## src/rtl/halt_pkg.sv

```systemverilog
// -----------------------------------------------------------------------------
// halt_pkg
// Shared definitions for the halt_monitor retirement monitor:
//   - state_t     : monitor state (RUN / DRAIN / HALTED)
//   - REG_IDX_W   : architectural register-index width
//   - DATA_W      : register data width
//   - RETIRED_SAT : value at which the retired-instruction count saturates
// -----------------------------------------------------------------------------
package halt_pkg;

  localparam int REG_IDX_W = 5;
  localparam int DATA_W    = 32;

  localparam logic [DATA_W-1:0] RETIRED_SAT = '1;

  typedef enum logic [1:0] {
    RUN    = 2'd0,
    DRAIN  = 2'd1,
    HALTED = 2'd2
  } state_t;

endpackage : halt_pkg

```

## src/rtl/sat_counter.sv

```systemverilog
// -----------------------------------------------------------------------------
// sat_counter
// Up-counter that sticks at all-ones instead of wrapping.
// Parameters:
//   WIDTH    counter width
// Ports:
//   clk      in   clock, counts on rising edge
//   rst_n    in   asynchronous active-low clear
//   i_inc    in   increment enable
//   o_count  out  current (registered) count
// -----------------------------------------------------------------------------
module sat_counter #(
  parameter int WIDTH = 32
) (
  input  logic             clk,
  input  logic             rst_n,
  input  logic             i_inc,
  output logic [WIDTH-1:0] o_count
);

  logic [WIDTH-1:0] r_count;
  logic             w_full;

  assign w_full = &r_count;

  // NOTE: sequential state uses non-blocking (<=) so every flop samples the
  // pre-edge value of its inputs; blocking here would create order-dependent
  // simulation that no longer matches the synthesized flops.
  always_ff @(posedge clk or negedge rst_n) begin
    if (!rst_n) begin
      r_count <= '0;
    end else if (i_inc && !w_full) begin
      r_count <= r_count + WIDTH'(1);
    end
  end

  assign o_count = r_count;

endmodule : sat_counter

```

## src/rtl/halt_monitor.sv

```systemverilog
// -----------------------------------------------------------------------------
// halt_monitor
// Simulation-side retirement monitor. Watches writeback, shadows the
// return-value register, counts retired instructions (saturating), and after a
// halt retires waits out a drain window plus any pending stores before raising
// a sticky isHalt. Pure observer: it never back-pressures the pipeline.
//
// Build option: define HALT_TIMEOUT_EN to force HALTED (with timed_out=1) when
// stores are still pending after DRAIN_TIMEOUT cycles in DRAIN. Without it the
// monitor waits indefinitely and timed_out is tied low.
//
// Parameters:
//   RET_REG        register index holding the program return value (1..31)
//   DRAIN_CYCLES   minimum cycles spent in DRAIN (>= 1)
//   DRAIN_TIMEOUT  DRAIN cycle limit (only meaningful with HALT_TIMEOUT_EN)
// Ports:
//   clk, rst_n     clock / asynchronous active-low reset
//   wb_valid       instruction retires this cycle
//   wb_halt        retiring instruction is a halt
//   wb_we          retiring instruction writes a register
//   wb_waddr       destination register index
//   wb_wdata       write data
//   store_pending  memory system still holds uncommitted stores
//   isHalt         program finished (sticky until reset)
//   ret_val        shadow copy of RET_REG
//   retired        saturating retired-instruction count
//   timed_out      halt was forced by the drain timeout
// -----------------------------------------------------------------------------
module halt_monitor
  import halt_pkg::*;
#(
  parameter int RET_REG       = 1,
  parameter int DRAIN_CYCLES  = 4,
  parameter int DRAIN_TIMEOUT = 1024
) (
  input  logic                 clk,
  input  logic                 rst_n,
  input  logic                 wb_valid,
  input  logic                 wb_halt,
  input  logic                 wb_we,
  input  logic [REG_IDX_W-1:0] wb_waddr,
  input  logic [DATA_W-1:0]    wb_wdata,
  input  logic                 store_pending,
  output logic                 isHalt,
  output logic [DATA_W-1:0]    ret_val,
  output logic [DATA_W-1:0]    retired,
  output logic                 timed_out
);

  // Reject configurations the monitor cannot honour at elaboration time.
  if (RET_REG < 1 || RET_REG > 31 || DRAIN_CYCLES < 1 ||
      DRAIN_TIMEOUT < DRAIN_CYCLES) begin : g_bad_param
    $error("halt_monitor: illegal parameter combination");
  end

`ifdef HALT_TIMEOUT_EN
  localparam int CNT_W = 32;
`else
  localparam int CNT_W = (DRAIN_CYCLES > 1) ? $clog2(DRAIN_CYCLES) : 1;
`endif

  localparam logic [CNT_W-1:0] CNT_DONE = CNT_W'(DRAIN_CYCLES - 1);
`ifdef HALT_TIMEOUT_EN
  localparam logic [CNT_W-1:0] CNT_TIMEOUT = CNT_W'(DRAIN_TIMEOUT - 1);
`endif

  state_t           r_state;
  logic [CNT_W-1:0] r_drain_cnt;
  logic [DATA_W-1:0] r_ret_val;
  logic             r_is_halt;
  logic             w_in_run;
  logic             w_retire;
  logic             w_ret_write;
  logic             w_drain_done;

  assign w_in_run     = (r_state == RUN);
  assign w_retire     = w_in_run && wb_valid;
  assign w_ret_write  = wb_valid && wb_we && (wb_waddr == REG_IDX_W'(RET_REG));
  assign w_drain_done = (r_drain_cnt >= CNT_DONE);

  sat_counter #(
    .WIDTH (DATA_W)
  ) u_retired (
    .clk     (clk),
    .rst_n   (rst_n),
    .i_inc   (w_retire),
    .o_count (retired)
  );

`ifdef HALT_TIMEOUT_EN
  logic r_timed_out;
`endif

  always_ff @(posedge clk or negedge rst_n) begin
    if (!rst_n) begin
      r_state     <= RUN;
      r_drain_cnt <= '0;
      r_ret_val   <= '0;
      r_is_halt   <= 1'b0;
`ifdef HALT_TIMEOUT_EN
      r_timed_out <= 1'b0;
`endif
    end else begin
      case (r_state)
        RUN: begin
          // A write carried by the halt itself still lands on this edge.
          if (w_ret_write) begin
            r_ret_val <= wb_wdata;
          end
          if (wb_valid && wb_halt) begin
            r_state     <= DRAIN;
            r_drain_cnt <= '0;
          end
        end

        DRAIN: begin
          if (w_drain_done && !store_pending) begin
            r_state   <= HALTED;
            r_is_halt <= 1'b1;
`ifdef HALT_TIMEOUT_EN
          end else if (store_pending && r_drain_cnt >= CNT_TIMEOUT) begin
            r_state     <= HALTED;
            r_is_halt   <= 1'b1;
            r_timed_out <= 1'b1;
          end else begin
            r_drain_cnt <= r_drain_cnt + CNT_W'(1);
          end
`else
          end else if (!w_drain_done) begin
            // Counter holds once satisfied so the narrow width cannot wrap
            // while waiting on stores.
            r_drain_cnt <= r_drain_cnt + CNT_W'(1);
          end
`endif
        end

        HALTED: ;

        default: r_state <= RUN;
      endcase
    end
  end

  assign isHalt  = r_is_halt;
  assign ret_val = r_ret_val;
`ifdef HALT_TIMEOUT_EN
  assign timed_out = r_timed_out;
`else
  assign timed_out = 1'b0;
`endif

endmodule : halt_monitor

```

## config.mk

```make
export PLATFORM = sky130hd
export DESIGN_NAME = halt_monitor
export DESIGN_NICKNAME = d
export VERILOG_FILES = /design/src/rtl/halt_pkg.sv /design/src/rtl/sat_counter.sv /design/src/rtl/halt_monitor.sv
export SDC_FILE = /design/constraint.sdc
export NUM_CORES = 1
export LEC_CHECK = 0
export ABC_AREA = 1
export BUFFER_PORTS_ARGS = -buffer_cell sky130_fd_sc_hd__clkbuf_2
export CORE_UTILIZATION = 47
export CTS_CLUSTER_DIAMETER = 150
export DETAILED_ROUTE_END_ITERATION = 6
export GPL_TIMING_DRIVEN = 0
export PLACE_DENSITY = 0.85
export RECOVER_POWER = 25
export SYNTH_ARGS = -nofsm -noshare
export SYNTH_HDL_FRONTEND = slang
export SYNTH_SLANG_ARGS = --single-unit
```

## constraint.sdc

```tcl
create_clock -name clk -period 1.79 [get_ports clk]
set_clock_uncertainty 0.1 [all_clocks]
set_input_delay 0.0895 -clock clk [delete_from_list [all_inputs] [get_ports clk]]
set_output_delay 0.0895 -clock clk [all_outputs]
set_load 0.005 [all_outputs]
```

# Word level (Yosys, flattened, before mapping)
# Cells that the tools add are included.
dict set report totals {
  wordCells 38
  reg_bits 69
  inputBits 43
  out_inout_bits 66
}
dict set report classes {
  eq_ne 7
  n_lt_le_gt_ge 1
  n_bitwise 1
  n_reduce_logical 15
  muxes 7
  n_addsub 2
}
# op count
set ops {}
lappend ops {{adder 32 x 1 -> 32 bit, second input constant} 1}
lappend ops {{AND reduction 32 bit} 1}
lappend ops {{two-way mux 2 bit} 5}
lappend ops {{logical AND 1 bit} 6}
lappend ops {{inequality test 2 bit, second input constant} 3}
lappend ops {{one-hot mux 2 bit (3 select lines)} 1}
lappend ops {{equality test 5 x 1 -> 1 bit, second input constant} 1}
lappend ops {{one-hot mux 2 bit (2 select lines)} 1}
lappend ops {{AND reduction 2 bit} 2}
lappend ops {{AND reduction 4 bit} 1}
lappend ops {{AND reduction 3 bit} 1}
lappend ops {{adder 2 x 1 -> 2 bit, second input constant} 1}
lappend ops {{equality test 2 x 1 -> 1 bit, second input constant} 1}
lappend ops {{equality test 2 bit, second input constant} 1}
lappend ops {{>= comparator 2 bit, second input constant} 1}
lappend ops {{logical NOT 1 bit} 2}
lappend ops {{logical NOT 2 bit} 1}
lappend ops {{inequality test 2 x 1 -> 1 bit, second input constant} 1}
lappend ops {{nonzero test 2 bit} 1}
lappend ops {{inverter 1 bit} 1}

# Logic depth before layout (Yosys ltp)
dict set report logic_depth {
  ltp_word 4
  depth_mapped 11
  mapped_depth_nobuf 10
}

# Hierarchy
# A second synthesis with hierarchy kept.
dict set report unflattened {
  cells_unflattened 520
  area_unflattened_um2 3747.3
}
# mod cells_each n_inst seq_area_each_um2 area_each_um2
set modules_own_cells {}
lappend modules_own_cells {sat_counter 341 1 800.8 2143.3}
lappend modules_own_cells {halt_monitor 179 1 925.9 1604.0}

# Worst setup path before layout
# OpenSTA, ideal clock, no wires.
dict set report synth_path {
  path_kind {reg-to-reg}
  startpoint {register u_retired.r_count[0], in the netlist u_retired.o_count[0]}
  endpoint {register u_retired.r_count[23], in the netlist u_retired.o_count[23]}
  t_arrival_ns 1.506
  slack_ns 0.067
  t_required_ns 1.574
  synth_period_minus_slack_ns 1.723
  path_buffers 1
  setup_ns 0.116
  stages_incl_launch_ff 12
  path_cell_list {dfrtp_1 -> ha_1 -> inv_1 -> nor2_4 -> nand2_4 -> nor2_4 -> nand2_4 -> nand2_4 -> inv_1 -> buf_4 -> nand2_1 -> nand2_1}
}
dict set report synth_between {
  elab_chain_len 3
  elab_cells_between_ends 4
  classes_between {add/sub: 1; reduce/logical: 3}
}
# item line
set synth_lines {}
lappend synth_lines {{from (decl)} sat_counter.sv:21} ;# logic [WIDTH-1:0] r_count;
lappend synth_lines {{from (signal assigned)} sat_counter.sv:33} ;# r_count <= r_count + WIDTH'(1);
lappend synth_lines {{parallel branches: the longest is 3 deep, another holds adder 32 x 1 -> 32 bit} --}
# Several ways; the timed one is not identified.
# A chain may end at the register's enable or synchronous reset.

# Worst setup path in the final report
dict set report layout_path {
  startpoint {register u_retired.r_count[0], in the netlist u_retired.o_count[0]}
  endpoint {register u_retired.r_count[12], in the netlist u_retired.o_count[12]}
}
# The elaborated chain is that of the path after synthesis.

==> metrics.md <==
| Metric | Value |
|---|---|
| Sw Share | `21.3%` |
| FF-to-FF Start | `u_retired.o_count[0]` |
| DRC viols | `0` |
| Slowest stage cell, crit path | `dfrtp_1` |
| Most common cell in the netlist | `nand2_1` |
| Max-slew violations | `0` |
| Antenna violations before repair | `0` |
| Worst setup SP type | `register` |
| Sink Count | `69` |
| Inst Count DP | `697` |
| Seq/Total Area, Yosys | `47.8%` |
| Core area | `7330 sq um` |
| MaxCap Viol Count | `0` |
| Status | `finished, final reports clean` |
| Vias in the first global route | `3721` |
| Tcrit/Tclk final | `99.6%` |
| Gate Count Post-Synth | `between 400 and 500` |
| Ys Warns | `0` |
| RePlAce Congestion | `0.924` |
| Vias | `3999` |
| Period minus WS final | `1.78 ns` |
| Post-route ant nets | `0` |
| Main flop type after synthesis | `dfrtp_1` |
| Max Root-Sink Buffers | `2` |
| First-pass GRT wire length | `17100 um` |
| Reg clk slew, reported paths | `0.07 ns` |
| Final setup margin | `between 0.007 and 0.008 ns` |
| Cell type with the highest aggregate area in the netlist | `dfrtp_1` |
| Largest net degree at the start of global routing | `66` |
| Crit. End Element | `register` |
| Syn Nets | `roughly 540` |
| Die area | `8040 sq um` |
| Internal power | `2.47 mW` |
| Crit path from | `u_retired.o_count[0]` |
| EDFF count, synth | `0` |
| Mean Syn Cell Area | `between 7 and 8 sq um` |
| Worst-margin pin slew | `between 0.8 and 0.9 ns` |
| Rel. slew slack | `42.4%` |
| Most used cell, CP | `nand2_4` |
| Post-detailed-route wirelength per cell | `15.1 um` |
| CP required | `1.97 ns` |
| Insertion delay to the later sink of the worst-skew pair | `0.35 ns` |
| Combinational Power Share | `under 10%` |
| Post-synth top area share | `47.8%` |
| DR iter-0 viols | `224` |
| Setup TNS | `0 ns` |
| Final setup viols | `0` |
| Synth Cell Area | `3610 sq um` |
| Die height | `89.7 um` |
| Max Clk Rate | `561 MHz` |
| CP Class | `reg -> reg` |
| Initial Util | `between 40% and 50%` |
| CTS tree | `yes` |
| P_sw | `668 uW` |
| Detailed Route WL | `11700 um` |
| Setup WS pre-CTS | `-0.140 ns` |
| Post-synth top cells | `nand2_1 (222), dfrtp_1 (69), nand3_1 (53), nor2_1 (49), inv_1 (28)` |
| Part of the power in registers | `49.6%` |
| Post-DP HPWL | `6970 um` |
| Synth top area cells | `dfrtp_1 (48%), nand2_1 (23%), nand3_1 (7.3%), nor2_1 (5.1%), inv_1 (2.9%)` |
| PortBufs | `107` |
| Total GRT Usage | `28.3%` |
| Non-Filler Instances | `774` |
| Die width | `89.7 um` |
| Worst hold start | `wb_we` |
| Final hold viol count | `0` |
| Antenna Cells | `0` |
| Worst Hold Class | `in -> reg` |
| RSZ-0062 raised after global routing | `true` |
| Clock Tree Root | `clkbuf_8` |
| Clock Power Share | `45.4%` |
| Area grow syn2layout | `44.4%` |
| Drt via density | `5.17` |
| Num rows | `31` |
| Arrival time worst endpoint | `1.97 ns` |
| Yosys cell types | `26` |
| Highest ir drop seen on vdd | `between 0.4 and 0.5 mV` |
| Remaining global-route overflow | `0` |
| Pwr Density | `602 nW/um^2` |
| Number of nets in the layout | `between 700 and 800` |
| CP max FO | `6` |
| Crit path cell chain | `ha_2, inv_2, nor2_4, nand2_4, nor2_4, nand2_4, nand2_4, buf_8, buf_8, nand2_2, nand2_1` |
| First-pass iteration count of the detailed router | `5` |
| Fraction of layout cells with a size suffix above 1 | `30.4%` |
| #FFs+latches synth | `69` |
| Crit-path max cell delay | `0.37 ns` |
| # IOs | `109` |
| H-tree depth | `3` |
| Leakage | `2.71 nW` |
| Fraction of registers with async set or reset after synthesis | `100%` |
| Num CTS Buffers | `9` |
## through the flow
step	instance area (sq um)	utilization, %	hold WS [ns]	power, mW
floorplan	3610	-	-0.306	1.60
global placement	4270	58.3	0.221	1.67
detailed placement	4300	58.7	-0.166	1.68
CTS	5010	68.3	0.0487	3.18
global route	5220	71.2	0.0991	3.25
finish	5220	71.2	0.0665	3.14
## final cells by class
| class | instances | area (sq um) |
|---|---|---|
| fillers | 556 | 2110 |
| multi-input cells | 377 | 1780 |
| flip-flops and latches | 69 | 1740 |
| repair buffers | 169 | 1140 |
| clock buffers | 11 | 141 |
| well taps | 99 | 124 |
| inverters | 29 | 114 |
| plain buffers | 15 | 97.6 |
| clock inverters | 5 | 83.8 |
## state kept, by name (all words and copies together) (netlist names)
register,count
isHalt,1
r_drain_cnt,2
r_state,2
ret_val,32
u_retired.o_count,32
## repair_timing
item	4_1_cts	5_1_grt
setup endpoints to repair	55	62
hold endpoints to repair	104	0
gates resized for setup	7	49
pin swaps	1	16
cloned	0	3
buffers inserted	11	9
hold buffers	38	0
## worst paths after layout
kind                                          to  slack [ns]  cells past startpoint
setup / recovery           u_retired.o_count[12]       0.007                     11
hold / removal                        ret_val[1]        0.07                      4
setup reg to reg           u_retired.o_count[12]       0.007                     11
hold reg to reg                           isHalt        0.36                      2
max in group asynchronous   u_retired.o_count[4]        0.51                      3
min in group asynchronous             ret_val[2]        0.46                      3
## worst max-delay path, delay by kind of cell, from the launching register on
kind	cells	cell delay, ns
adders and majority gates	1	0.20
buffers and inverters	3	0.31
DFF	1	0.37
and+or+nand+nor	7	0.73
## metal layers
| layer | GRT usage [%] | routed length (um) | up-vias |
|---|---|---|---|
| met5 | 0 | 0 | - |
| met1 | 31.9 | 4540 | 1866 |
| li1 | - | - | 1894 |
| met4 | 15.9 | 419 | 0 |
| met2 | 49.8 | 5830 | 201 |
| met3 | 5.94 | 884 | 38 |
## cell families after synthesis
logic type,count (synthesis),synth area share (%)
xor gates and xnor gates,10,2.42
DFF,69,47.8
adders and majority gates,2,0.692
AOI/OAI and AO/OA,10,1.49
other,1,0.104
buffers and inverters,44,5.47
and+or+nand+nor,354,42.0
## power groups by stage
stage | Sequential, mW | Combinational [mW] | Clock [mW]
final | 1.56 | 0.157 | 1.43
after CTS | 1.56 | 0.158 | 1.47
after detailed placement | 1.59 | 0.0940 | 0
after global placement | 1.59 | 0.0835 | 0
after global routing | 1.56 | 0.176 | 1.52
after floorplan | 1.59 | 0.00738 | 0
## cells in the final DEF, fill, tap and decap left out, drive strengths merged, types with 5 or more instances in the layout
master,synthesis,layout
xor2,5,5
nand3b,12,12
clkbuf,6,128
nand2,225,225
nand3,53,53
nor2,55,55
xnor2,5,5
buf,9,29
dfrtp,69,69
inv,29,29
dlygate4sd3,0,38
nand4,5,5
o21ai,8,8
(Power assumes the default switching activity.)
